[src/rtl/down_counter_pkg.sv]
// Shared types and reset constants for the down counter / timer.
package down_counter_pkg;

  typedef enum logic {
    RUN  = 1'b0,
    DONE = 1'b1
  } state_t;

  // Every count bit resets to this value, so reset lands on all ones at any WIDTH.
  localparam logic COUNT_RST_BIT = 1'b1;
  localparam int   PRESCALE_RST  = 0;

endpackage

[src/rtl/down_counter_prescaler.sv]
// Divides enable cycles by PRESCALE; tick is high on the enable cycle that wraps the divider.
module down_counter_prescaler #(
  parameter int PRESCALE = 4
) (
  input  logic clk,
  input  logic rst,
  input  logic en,
  input  logic clear,
  output logic tick
);
  import down_counter_pkg::*;

  localparam int PW = (PRESCALE > 2) ? $clog2(PRESCALE) : 1;
  localparam logic [PW-1:0] PS_LAST = PW'(PRESCALE - 1);
  localparam logic [PW-1:0] PS_RST  = PW'(PRESCALE_RST);

  logic [PW-1:0] ps_q;

  assign tick = en && (ps_q == PS_LAST);

  always_ff @(posedge clk) begin
    if (!rst || clear) ps_q <= PS_RST;
    else if (en)       ps_q <= (ps_q == PS_LAST) ? PS_RST : ps_q + 1'b1;
  end

endmodule

[src/rtl/down_counter.sv]
// Loadable, enable-gated down counter / timer with auto-reload or one-shot halt.
// Define DOWN_COUNTER_PRESCALE_EN to divide enable cycles by PRESCALE per tick.
module down_counter #(
  parameter int WIDTH    = 4,
  parameter int PRESCALE = 4
) (
  input  logic             clk,
  input  logic             rst,
  input  logic             en,
  input  logic             load,
  input  logic [WIDTH-1:0] load_val,
  input  logic             auto_reload,
  output logic [WIDTH-1:0] count,
  output logic             tc,
  output logic             busy
);
  import down_counter_pkg::*;

  if (PRESCALE < 2) begin : g_bad_prescale
    $error("down_counter: PRESCALE must be >= 2");
  end

  state_t           state;
  logic [WIDTH-1:0] reload_q;
  logic             tick;

`ifdef DOWN_COUNTER_PRESCALE_EN
  // The divider only advances while running, so DONE freezes its phase.
  down_counter_prescaler #(.PRESCALE(PRESCALE)) u_prescaler (
    .clk   (clk),
    .rst   (rst),
    .en    (en && (state == RUN)),
    .clear (load),
    .tick  (tick)
  );
`else
  assign tick = en;
`endif

  assign busy = (state == RUN);

  always_ff @(posedge clk) begin
    if (!rst) begin
      count    <= {WIDTH{COUNT_RST_BIT}};
      reload_q <= {WIDTH{COUNT_RST_BIT}};
      state    <= RUN;
      tc       <= 1'b0;
    end else if (load) begin
      count    <= load_val;
      reload_q <= load_val;
      state    <= RUN;
      tc       <= 1'b0;
    end else if (tick && state == RUN) begin
      if (count != '0) begin
        count <= count - 1'b1;
        tc    <= (count == WIDTH'(1));
      end else begin
        // At zero: reload for periodic mode, otherwise park in DONE holding 0.
        tc <= 1'b0;
        if (auto_reload) count <= reload_q;
        else             state <= DONE;
      end
    end else begin
      tc <= 1'b0;
    end
  end

endmodule

[config.mk]
export PLATFORM = sky130hd
export DESIGN_NAME = down_counter
export DESIGN_NICKNAME = d
export VERILOG_FILES = /design/src/rtl/down_counter_pkg.sv /design/src/rtl/down_counter_prescaler.sv /design/src/rtl/down_counter.sv
export SDC_FILE = /design/constraint.sdc
export NUM_CORES = 1
export LEC_CHECK = 0
export ABC_AREA = 1
export CAP_MARGIN = 0
export CORE_AREA = 2 2 39 41
export DETAILED_ROUTE_END_ITERATION = 10
export DIE_AREA = 0 0 41 43
export PLACE_DENSITY_LB_ADDON = 0.1
export SYNTH_ARGS = -nofsm -noshare
export SYNTH_HDL_FRONTEND = slang
export SYNTH_SLANG_ARGS = --single-unit
[constraint.sdc]
create_clock -name clk -period 1.7 [get_ports clk]
set_input_delay 0.34 -clock clk [delete_from_list [all_inputs] [get_ports clk]]
set_output_delay 0.34 -clock clk [all_outputs]
set_load 0.1 [all_outputs]
==> results of run 1 <==
## power by group through the flow
stage               registers [mW]  clock network, mW  logic (mW)
floorplan                    0.333                  0      0.0688
global placement             0.276                  0       0.203
detailed placement           0.276                  0       0.204
CTS                          0.271              0.175       0.204
global route                 0.273              0.184       0.218
finish                       0.270              0.169       0.204
## synthesized netlist by cell type, drive strengths merged
| master | number | area share [%] |
|---|---|---|
| a21oi | 4 | 3.4 |
| buf | 2 | 3.2 |
| dfxtp | 10 | 34 |
| ha | 2 | 4.3 |
| inv | 13 | 8.4 |
| nand2 | 23 | 15 |
| nand3 | 9 | 8.6 |
| nand3b | 1 | 1.3 |
| nand4 | 3 | 3.2 |
| nor2 | 10 | 10 |
| o211ai | 3 | 3.9 |
| o21a | 1 | 1.3 |
| o21ai | 2 | 2.4 |
## how the worst max path moves through the flow
stage	startpoint	end	depth (start not counted)
after global routing	count[1]$_SDFFE_PN1P_	count[2]$_SDFFE_PN1P_	8
final	count[1]$_SDFFE_PN1P_	count[2]$_SDFFE_PN1P_	8
after detailed placement	load	count[0]$_SDFFE_PN1P_	6
after global placement	load	count[1]$_SDFFE_PN1P_	6
after CTS	count[1]$_SDFFE_PN1P_	count[2]$_SDFFE_PN1P_	8
after floorplan	count[0]$_SDFFE_PN1P_	count[2]$_SDFFE_PN1P_	9
## cell families after synthesis
kind of cell    after synthesis  synth area share, %
simple gates                 46                 38.7
compound gates               10                 11.0
buf+inv                      15                 11.6
flops                        10                 34.4
fa+ha+maj                     2                 4.30
## metal layers
| layer | GRT usage [%] | part of all wire, % | vias up |
|---|---|---|---|
| li1 | - | - | 303 |
| met1 | 25.9 | 47 | 255 |
| met2 | 24.4 | 43 | 25 |
| met3 | 3.14 | 6.8 | 5 |
| met4 | 14.0 | 3.8 | 0 |
| met5 | 0 | 0 | - |
## tightest hold or removal path, stage by stage (launching register included)
cell and delay [ns]:
dfxtp_1 0.33, nand2_1 0.05, o21ai_0 0.06
## metrics by stage
stage	worst slack (ns)	hold WS [ns]	util, %
2_1_floorplan	0.0390	0.425	-
3_3_place_gp	0.118	0.463	57.9
3_5_place_dp	0.0913	0.448	57.9
4_1_cts	0.323	0.465	59.5
5_1_grt	0.174	0.483	59.5
6_report	0.323	0.463	59.5
## cell type report
cell class | instances | share of cell area, %
Timing Repair Buffer | 16 | 26.1
Clock buffer | 3 | 2.74
Sequential cell | 10 | 24.6
Multi-Input combinational cell | 58 | 38.1
Tap cell | 16 | 2.43
Inverter | 13 | 5.93
## sequential cells by signal, indices dropped and copies added (netlist names)
name and flops:
count 4, reload_q 4, state 1, tc 1
==> summary.md, run 1 <==
| Metric | Value |
|---|---|
| Status | completed |
| Gr ovfl total | 0 |
| Max Cap Viol | 0 |
| Filler cells | 124 |
| Total routed wirelength | about 1300 um |
| Buf+Inv Stages, Crit Path | 2 |
| Worst reg2reg path depth | 8 |
| Setup TNS | 0 ns |
| Final hold vios | 0 |
| Starting DRC count in detailed routing | 26 |
| Core Area | 1380 um^2 |
| Via/cell ratio | 5.07 |
| Pin count of the biggest net entering global routing | 9 |
| Slowest cell delay on critical path | ~0.36 ns |
| Sw Pwr | 0.231 mW |
| Hold Crit Endpoint | reload_q[3]$_SDFFE_PN1P_ |
| Hold Path Cell Cnt | 2 |
| Reg2Reg Setup Slack | around 0.32 ns |
| Switch share | 35.9% |
| CP delay by family, top | simple AND/OR/NAND/NOR gates |
| Net count, final | around 110 |
| Slew headroom | between 70% and 80% |
| Net count after synthesis | between 90 and 100 |
| Min Tclk post-route | approximately 1.4 ns |
| Mean area per synthesized cell | 7.01 um^2 |
| Sequential Power Share | 42.0% |
| Max-slew violation count | 0 |
| RSZ-0062 raised after global routing | false |
| Area of the multi-input gates | between 300 and 400 um^2 |
| CTS tree | built |
| CTS clk-pin slew, worst paths | approximately 0.07 ns |
| Post-Layout Cell Count | about 120 |
| PwrDens | about 780 nW/um^2 |
| Clock group share of total power | about a quarter |
| Post-Synthesis Cell Area | just under 600 um^2 |
| Die height | 43 um |
| Clock Skew | ~0.0047 ns |
| Vias in the first global route | approximately 500 |
| Synth Instances | just over 80 |
| Num rows | 14 |
| #FFs+latches synth | 10 |
| Lkg Pwr | ~0.4 nW |
| Final Wtd Congestion | roughly 0.88 |
| Final Total Pwr | about 0.64 mW |
| Clock sink count | 10 |
| Initial Utilization | 42.0% |
| Final ANT Viol Nets | 0 |
| GRT Total Usage | around 19% |
| Number of antenna violations at the first check in global routing | 0 |
| Endpoint class of the critical path | flop |
| Yosys cell types | 19 |
| Area Growth Syn to Fin | 41.5% |
| Reg area | 203 um^2 |
| Fin area | about 820 um^2 |
| CP Max Fanout | 8 |
| First-pass GRT wire length | around 2100 um |
| TritonRoute pass-1 iters | 4 |
| Post_cts resized | 0 |
| DR WL/cell | around 11 um |
| Root Buffer | clkbuf_4 |
| Via count | approximately 600 |
| Post-CTS Hold Fix Bufs | 0 |
| Worst Tran Pin Value | roughly 0.32 ns |
| Crit path kind | reg2reg |
| Post-placement cell count | 113 |
| I/O pins | 15 |
| Total internal power | between 0.4 and 0.5 mW |
| Clock latency on the worst-skew pair | roughly 0.27 ns |
| Fmax | 726 MHz |
| Clock Path Buffers | 2 |
| Reg2Reg Capture Point | count[2]$_SDFFE_PN1P_ |
| Die ar. | about 1800 um^2 |
| IO Port Bufs | 14 |
| Comb pwr share | between 30% and 40% |
| Yosys Warn Count | 0 |
| Period Utilization, post-route | roughly four fifths |
| Commonest non-fill, non-tap cell in the layout | nand2_1 |
| Crit path launch type | flop |
| Seq/Total Area, Yosys | about a third |
| Slowest CP cell | ha_1 |
| Worst vdd ir | about 0.00047 V |
| Worst Hold Launch | reload_q[3]$_SDFFE_PN1P_ |
| Cell Chain, Critical Path | inv_1 -> ha_1 -> inv_1 -> nor2_1 -> nand3_1 -> nand2_1 -> nand2_1 -> nand3_1 |
| Num CTS Buffers | 3 |
| Commonest cells after routing, fill and taps aside | 22 x nand2_1, 11 x inv_1, 8 x nand3_1, 8 x dfxtp_1, 8 x clkdlybuf4s50_1 |
| Hold Crit Class | reg2reg |
| Layout cells sized above 1 | a little over a fifth |
| Final setup fails | 0 |
| CP required | between 1.5 and 2 ns |
| WP data arrival | approximately 1.6 ns |
| Setup Fix Bufs, Post-CTS | 0 |
| Worst r2r src | count[1]$_SDFFE_PN1P_ |
| Ant diodes | 0 |
| CTS H-tree lvls | 1 |
| DP Area | approximately 800 um^2 |
| Chip Width | 41 um |
| Residual DRC | 0 |
| Detailed-placement wirelength estimate | between 900 and 1000 um |
No activity file was read; power rests on OpenSTA's default activity.
==> inputs of run 2 (changes only) <==
CORE_AREA = default   (was 2 2 39 41)
CORE_MARGIN = 2   (was default)
CORE_UTILIZATION = 41   (was default)
DIE_AREA = default   (was 0 0 41 43)
clock period = 1.23 ns   (was 1.7 ns; I/O delays follow)
==> summary.md, run 2 (synthesized netlist as in run 1, its figures left out) <==
| Metric | Value |
|---|---|
| Post_cts resized | 0 (unchanged) |
| RSZ-0062 raised after global routing | false (unchanged) |
| I/O pins | 15 (unchanged) |
| Detailed-placement wirelength estimate | 1070 um (was 996 um) |
| Slowest CP cell | dfxtp_1 (was ha_1) |
| Worst vdd ir | 0.000747 V (was 0.000474 V) |
| Hold Crit Class | reg2reg (unchanged) |
| Via count | 605 (was 588) |
| Area Growth Syn to Fin | 49.0% (was 41.5%) |
| Clock latency on the worst-skew pair | 0.27 ns (about the same) |
| First-pass GRT wire length | 2390 um (was 2110 um) |
| Ant diodes | 0 (unchanged) |
| Total routed wirelength | 1340 um (was 1300 um) |
| WP data arrival | 0.93 ns (was 1.60 ns) |
| Final setup fails | 0 (unchanged) |
| Clock Path Buffers | 2 (unchanged) |
| Cell Chain, Critical Path | inv_1 -> buf_12 (was inv_1 -> ha_1 -> inv_1 -> nor2_1 -> nand3_1 -> nand2_1 -> nand2_1 -> nand3_1) |
| Filler cells | 127 (was 124) |
| Num CTS Buffers | 3 (unchanged) |
| Die height | 41.7 um (was 43 um) |
| Min Tclk post-route | between 1 and 1.5 ns |
| Vias in the first global route | 588 (was 498) |
| Worst Tran Pin Value | 0.228 ns (was 0.323 ns) |
| Layout cells sized above 1 | 29.4% (was 21.0%) |
| Net count, final | 115 (was 113) |
| CTS clk-pin slew, worst paths | 0.06 ns (was 0.07 ns) |
| Starting DRC count in detailed routing | 16 (was 26) |
| Fin area | 867 um^2 (was 823 um^2) |
| Pin count of the biggest net entering global routing | 9 (unchanged) |
| Core Area | 1320 um^2 (was 1380 um^2) |
| DR WL/cell | 11.4 um (was 11.2 um) |
| Slowest cell delay on critical path | 0.39 ns (was 0.36 ns) |
| Endpoint class of the critical path | output pin (was flop) |
| Fmax | around 850 MHz |
| IO Port Bufs | 14 (unchanged) |
| Reg2Reg Setup Slack | 0.10 ns (was 0.32 ns) |
| Setup Fix Bufs, Post-CTS | 0 (unchanged) |
| DP Area | 842 um^2 (was 801 um^2) |
| Slew headroom | 84.8% (was 78.5%) |
| Gr ovfl total | 0 (unchanged) |
| Clock sink count | 10 (unchanged) |
| GRT Total Usage | 18.1% (was 18.6%) |
| Place WS | -0.240 ns (was 0.0913 ns) |
| Max Cap Viol | 0 (unchanged) |
| Commonest non-fill, non-tap cell in the layout | nand2_1 (unchanged) |
| Hold_ws | 0.469 ns (was 0.463 ns) |
| CP delay by family, top | flip-flops (was simple AND/OR/NAND/NOR gates) |
| Residual DRC | 0 (unchanged) |
| Num rows | 13 (was 14) |
| Crit path kind | reg2out (was reg2reg) |
| PwrDens | 1040 nW/um^2 (was 781 nW/um^2) |
| Status | completed (unchanged) |
| Period Utilization, post-route | between 90 and 100% |
| Worst setup margin | 0.0571 ns (was 0.323 ns) |
| Lkg Pwr | 0.414 nW (was 0.399 nW) |
| Post-CTS Hold Fix Bufs | 0 (unchanged) |
| Final ANT Viol Nets | 0 (unchanged) |
| Commonest cells after routing, fill and taps aside | 22 x nand2_1, 8 x inv_1, 8 x nand3_1, 7 x clkdlybuf4s50_1 (was 22 x nand2_1, 11 x inv_1, 8 x nand3_1, 8 x dfxtp_1, 8 x clkdlybuf4s50_1) |
| Die ar. | 1740 um^2 (was 1760 um^2) |
| Final Wtd Congestion | 0.806 (was 0.877) |
| CP required | 0.98 ns (was 1.92 ns) |
| TritonRoute pass-1 iters | 4 (unchanged) |
| CP Max Fanout | 4 (was 8) |
| Max-slew violation count | 0 (unchanged) |
| Via/cell ratio | 5.17 (was 5.07) |
| Clock Skew | 0.00264 ns (was 0.00474 ns) |
| Final hold vios | 0 (unchanged) |
| Initial Utilization | 44.2% (was 42.0%) |
| Crit path launch type | flop (unchanged) |
| CTS tree | built (unchanged) |
| Biggest registers after layout | count: 4 flops, reload_q: 4 flops (unchanged) |
| Setup TNS | 0 ns (unchanged) |
| Chip Width | 41.7 um (was 41 um) |
| Buf+Inv Stages, Crit Path | 2 (unchanged) |
| CTS H-tree lvls | 1 (unchanged) |
| Number of antenna violations at the first check in global routing | 0 (unchanged) |
| Root Buffer | clkbuf_4 (unchanged) |
## run 2: worst min-delay path, delay by kind of cell, from the launching register on
kind | cells | cell delay [ns]
AOI/OAI and AO/OA | 1 | 0.06
DFF | 1 | 0.33
and+or+nand+nor | 1 | 0.05
## run 2: layer usage
| layer | routed length [um] | global-route usage (%) | vias to the layer above |
|---|---|---|---|
| li1 | - | - | 306 |
| met1 | 526 | 19.6 | 266 |
| met2 | 650 | 30.0 | 25 |
| met3 | 112 | 8.26 | 8 |
| met4 | 48 | 7.74 | 0 |
| met5 | 0 | 0 | - |
## run 2: cell type report
| class | count | area [um^2] | area share, % |
|---|---|---|---|
| Inverter | 13 | 53.8 | 6.20 |
| Tap cell | 15 | 18.8 | 2.16 |
| Multi-Input combinational cell | 58 | 329 | 38.0 |
| Timing Repair Buffer | 18 | 233 | 26.8 |
| Sequential cell | 10 | 210 | 24.2 |
| Clock buffer | 3 | 22.5 | 2.60 |
## run 2: final timing paths
kind	from	endpoint	depth (start not counted)
worst max-delay path	state$_SDFFE_PP0P_	busy	2
worst min-delay path	reload_q[3]$_SDFFE_PN1P_	reload_q[3]$_SDFFE_PN1P_	2
worst max register to register	count[0]$_SDFFE_PN1P_	count[3]$_SDFFE_PN1P_	6
worst min register to register	reload_q[3]$_SDFFE_PN1P_	reload_q[3]$_SDFFE_PN1P_	2
## run 2: per-stage QoR
step	std cells	power (mW)	utilization, %
2_1_floorplan	83	0.569	-
3_3_place_gp	114	0.681	63.9
3_5_place_dp	114	0.684	63.9
4_1_cts	117	0.912	65.6
5_1_grt	117	0.950	65.8
6_report	117	0.900	65.8
## run 2: power by group
group	internal [mW]	total [mW]	switching, mW
Sequential	0.348	0.378	0.0302
Combinational	0.119	0.297	0.178
Clock	0.113	0.225	0.112
==> inputs of run 3 (changes only) <==
CORE_AREA = 2 2 39 41   (was default)
CORE_MARGIN = default   (was 2)
CORE_UTILIZATION = default   (was 41)
DIE_AREA = 0 0 41 43   (was default)
clock period = 1.2 ns   (was 1.23 ns; I/O delays follow)
==> summary.md, run 3 (synthesized netlist as in run 1, its figures left out) <==
| Metric | Value |
|---|---|
| Final hold vios | 0 (unchanged) |
| Pin count of the biggest net entering global routing | 9 (unchanged) |
| Vias in the first global route | 560 (was 588) |
| Final Wtd Congestion | 0.783 (was 0.806) |
| Biggest registers after layout | count: 4 flops, reload_q: 4 flops (unchanged) |
| Area Growth Syn to Fin | 53.5% (was 49.0%) |
| Root Buffer | clkbuf_4 (unchanged) |
| Total routed wirelength | 1310 um (was 1340 um) |
| Clock latency on the worst-skew pair | 0.27 ns (about the same) |
| Ant diodes | 0 (unchanged) |
| Via/cell ratio | 4.84 (was 5.17) |
| PwrDens | 1060 nW/um^2 (was 1040 nW/um^2) |
| Detailed-placement wirelength estimate | 1020 um (was 1070 um) |
| Lkg Pwr | 0.426 nW (was 0.414 nW) |
| WP data arrival | 1.27 ns (was 0.93 ns) |
| Slowest CP cell | dfxtp_4 (was dfxtp_1) |
| Buf+Inv Stages, Crit Path | 2 (unchanged) |
| Crit path launch type | flop (unchanged) |
| Final Total Pwr | 0.947 mW (was 0.900 mW) |
| Cell Chain, Critical Path | inv_4 -> ha_4 -> nand3_2 -> nand2_4 -> inv_2 -> nand2_1 -> nand3_1 (was inv_1 -> buf_12) |
| TritonRoute pass-1 iters | 4 (unchanged) |
| I/O pins | 15 (unchanged) |
| First-pass GRT wire length | 2390 um (about the same) |
| CP Max Fanout | 8 (was 4) |
| Initial Utilization | 42.0% (was 44.2%) |
| Gr ovfl total | 0 (unchanged) |
| Die ar. | 1760 um^2 (was 1740 um^2) |
| Worst Tran Pin Value | 0.225 ns (was 0.228 ns) |
| CTS H-tree lvls | 1 (unchanged) |
| Worst setup margin | 0.0782 ns (was 0.0571 ns) |
| Final setup fails | 0 (unchanged) |
| Die height | 43 um (was 41.7 um) |
| Place WS | -0.239 ns (was -0.240 ns) |
| DR WL/cell | 10.9 um (was 11.4 um) |
| Commonest non-fill, non-tap cell in the layout | nand2_1 (unchanged) |
| Slew headroom | 85.0% (was 84.8%) |
| Max Cap Viol | 0 (unchanged) |
| Core Area | 1380 um^2 (was 1320 um^2) |
| Hold Crit Class | in2reg (was reg2reg) |
| DP Area | 851 um^2 (was 842 um^2) |
| Num CTS Buffers | 3 (unchanged) |
| CTS tree | built (unchanged) |
| Starting DRC count in detailed routing | 6 (was 16) |
| Min Tclk post-route | between 1 and 1.5 ns |
| Number of antenna violations at the first check in global routing | 0 (unchanged) |
| Layout cells sized above 1 | 31.4% (was 29.4%) |
| Worst vdd ir | 0.000742 V (was 0.000747 V) |
| IO Port Bufs | 14 (unchanged) |
| Clock sink count | 10 (unchanged) |
| Fin area | 893 um^2 (was 867 um^2) |
| CTS clk-pin slew, worst paths | 0.07 ns (was 0.06 ns) |
| Residual DRC | 0 (unchanged) |
| Num rows | 14 (was 13) |
| Filler cells | 121 (was 127) |
| GRT Total Usage | 20.0% (was 18.1%) |
| Clock Skew | 0.00715 ns (was 0.00264 ns) |
| Via count | 586 (was 605) |
| Period Utilization, post-route | 93.5% |
| Net count, final | 117 (was 115) |
| CP delay by family, top | flip-flops (unchanged) |
| Post-CTS Hold Fix Bufs | 0 (unchanged) |
| Slowest cell delay on critical path | 0.37 ns (was 0.39 ns) |
| Hold_ws | 0.457 ns (was 0.469 ns) |
| Endpoint class of the critical path | flop (was output pin) |
| Final ANT Viol Nets | 0 (unchanged) |
| Commonest cells after routing, fill and taps aside | 22 x nand2_1, 8 x inv_1, 8 x nand3_1, 7 x clkdlybuf4s50_1 (unchanged) |
| Clock Path Buffers | 2 (unchanged) |
| Crit path kind | reg2reg (was reg2out) |
| Fmax | roughly 890 MHz |
| Status | completed (unchanged) |
| CP required | 1.35 ns (was 0.98 ns) |
| Chip Width | 41 um (was 41.7 um) |
| RSZ-0062 raised after global routing | false (unchanged) |
| Max-slew violation count | 0 (unchanged) |
[run 3: changes by cell type in the layout (fill, tap and decap cells not counted)]
cell,change
dfxtp_2,+1
nand2_4,+1
dfxtp_1,-1
nand2_2,-1
buf_4,+2
clkbuf_1,+1
[run 3: tightest hold or removal path, cell delays in order]
cell and delay [ns]:
dlymetal6s2s_1 0.20, buf_4 0.16, o211ai_1 0.08
[run 3: path summary, 6_finish.rpt]
| kind | startpoint | to | slack (ns) | cells after the start |
|---|---|---|---|---|
| max | count[0]$_SDFFE_PN1P_ | count[2]$_SDFFE_PN1P_ | 0.08 | 7 |
| min | load | reload_q[0]$_SDFFE_PN1P_ | 0.46 | 3 |
| max reg2reg | count[0]$_SDFFE_PN1P_ | count[2]$_SDFFE_PN1P_ | 0.08 | 7 |
| min reg2reg | reload_q[0]$_SDFFE_PN1P_ | reload_q[0]$_SDFFE_PN1P_ | 0.48 | 2 |
[run 3: cell type report]
class	count	area [um^2]	area share [%]
multi-input cells	58	334	37.4
repair buffers	20	248	27.7
well taps	16	20.0	2.24
clock buffers	4	26.3	2.94
inverters	13	53.8	6.02
flip-flops and latches	10	211	23.7
[run 3: power by group]
part           internal (mW)  switching (mW)
logic                  0.127           0.184
registers              0.356          0.0297
clock network          0.128           0.121
[run 3: through the flow]
step | TNS [ns] | std cells | util, %
global route | 0 | 121 | 64.6
floorplan | -0.557 | 83 | -
global placement | -1.28 | 116 | 61.5
CTS | 0 | 120 | 63.4
finish | 0 | 121 | 64.6
detailed placement | -1.41 | 116 | 61.5
[run 3: repair_timing]
action	4_1_cts	5_1_grt
buffers inserted	0	1
setup endpoints to repair	0	5
gates resized for setup	0	3
[run 3: routing by layer]
metal	track usage (%)	share of wire, %	vias up
li1	-	-	310
met1	24.8	44	248
met2	31.3	49	24
met3	6.81	6.2	4
met4	6.00	1.3	0
met5	0	0	-
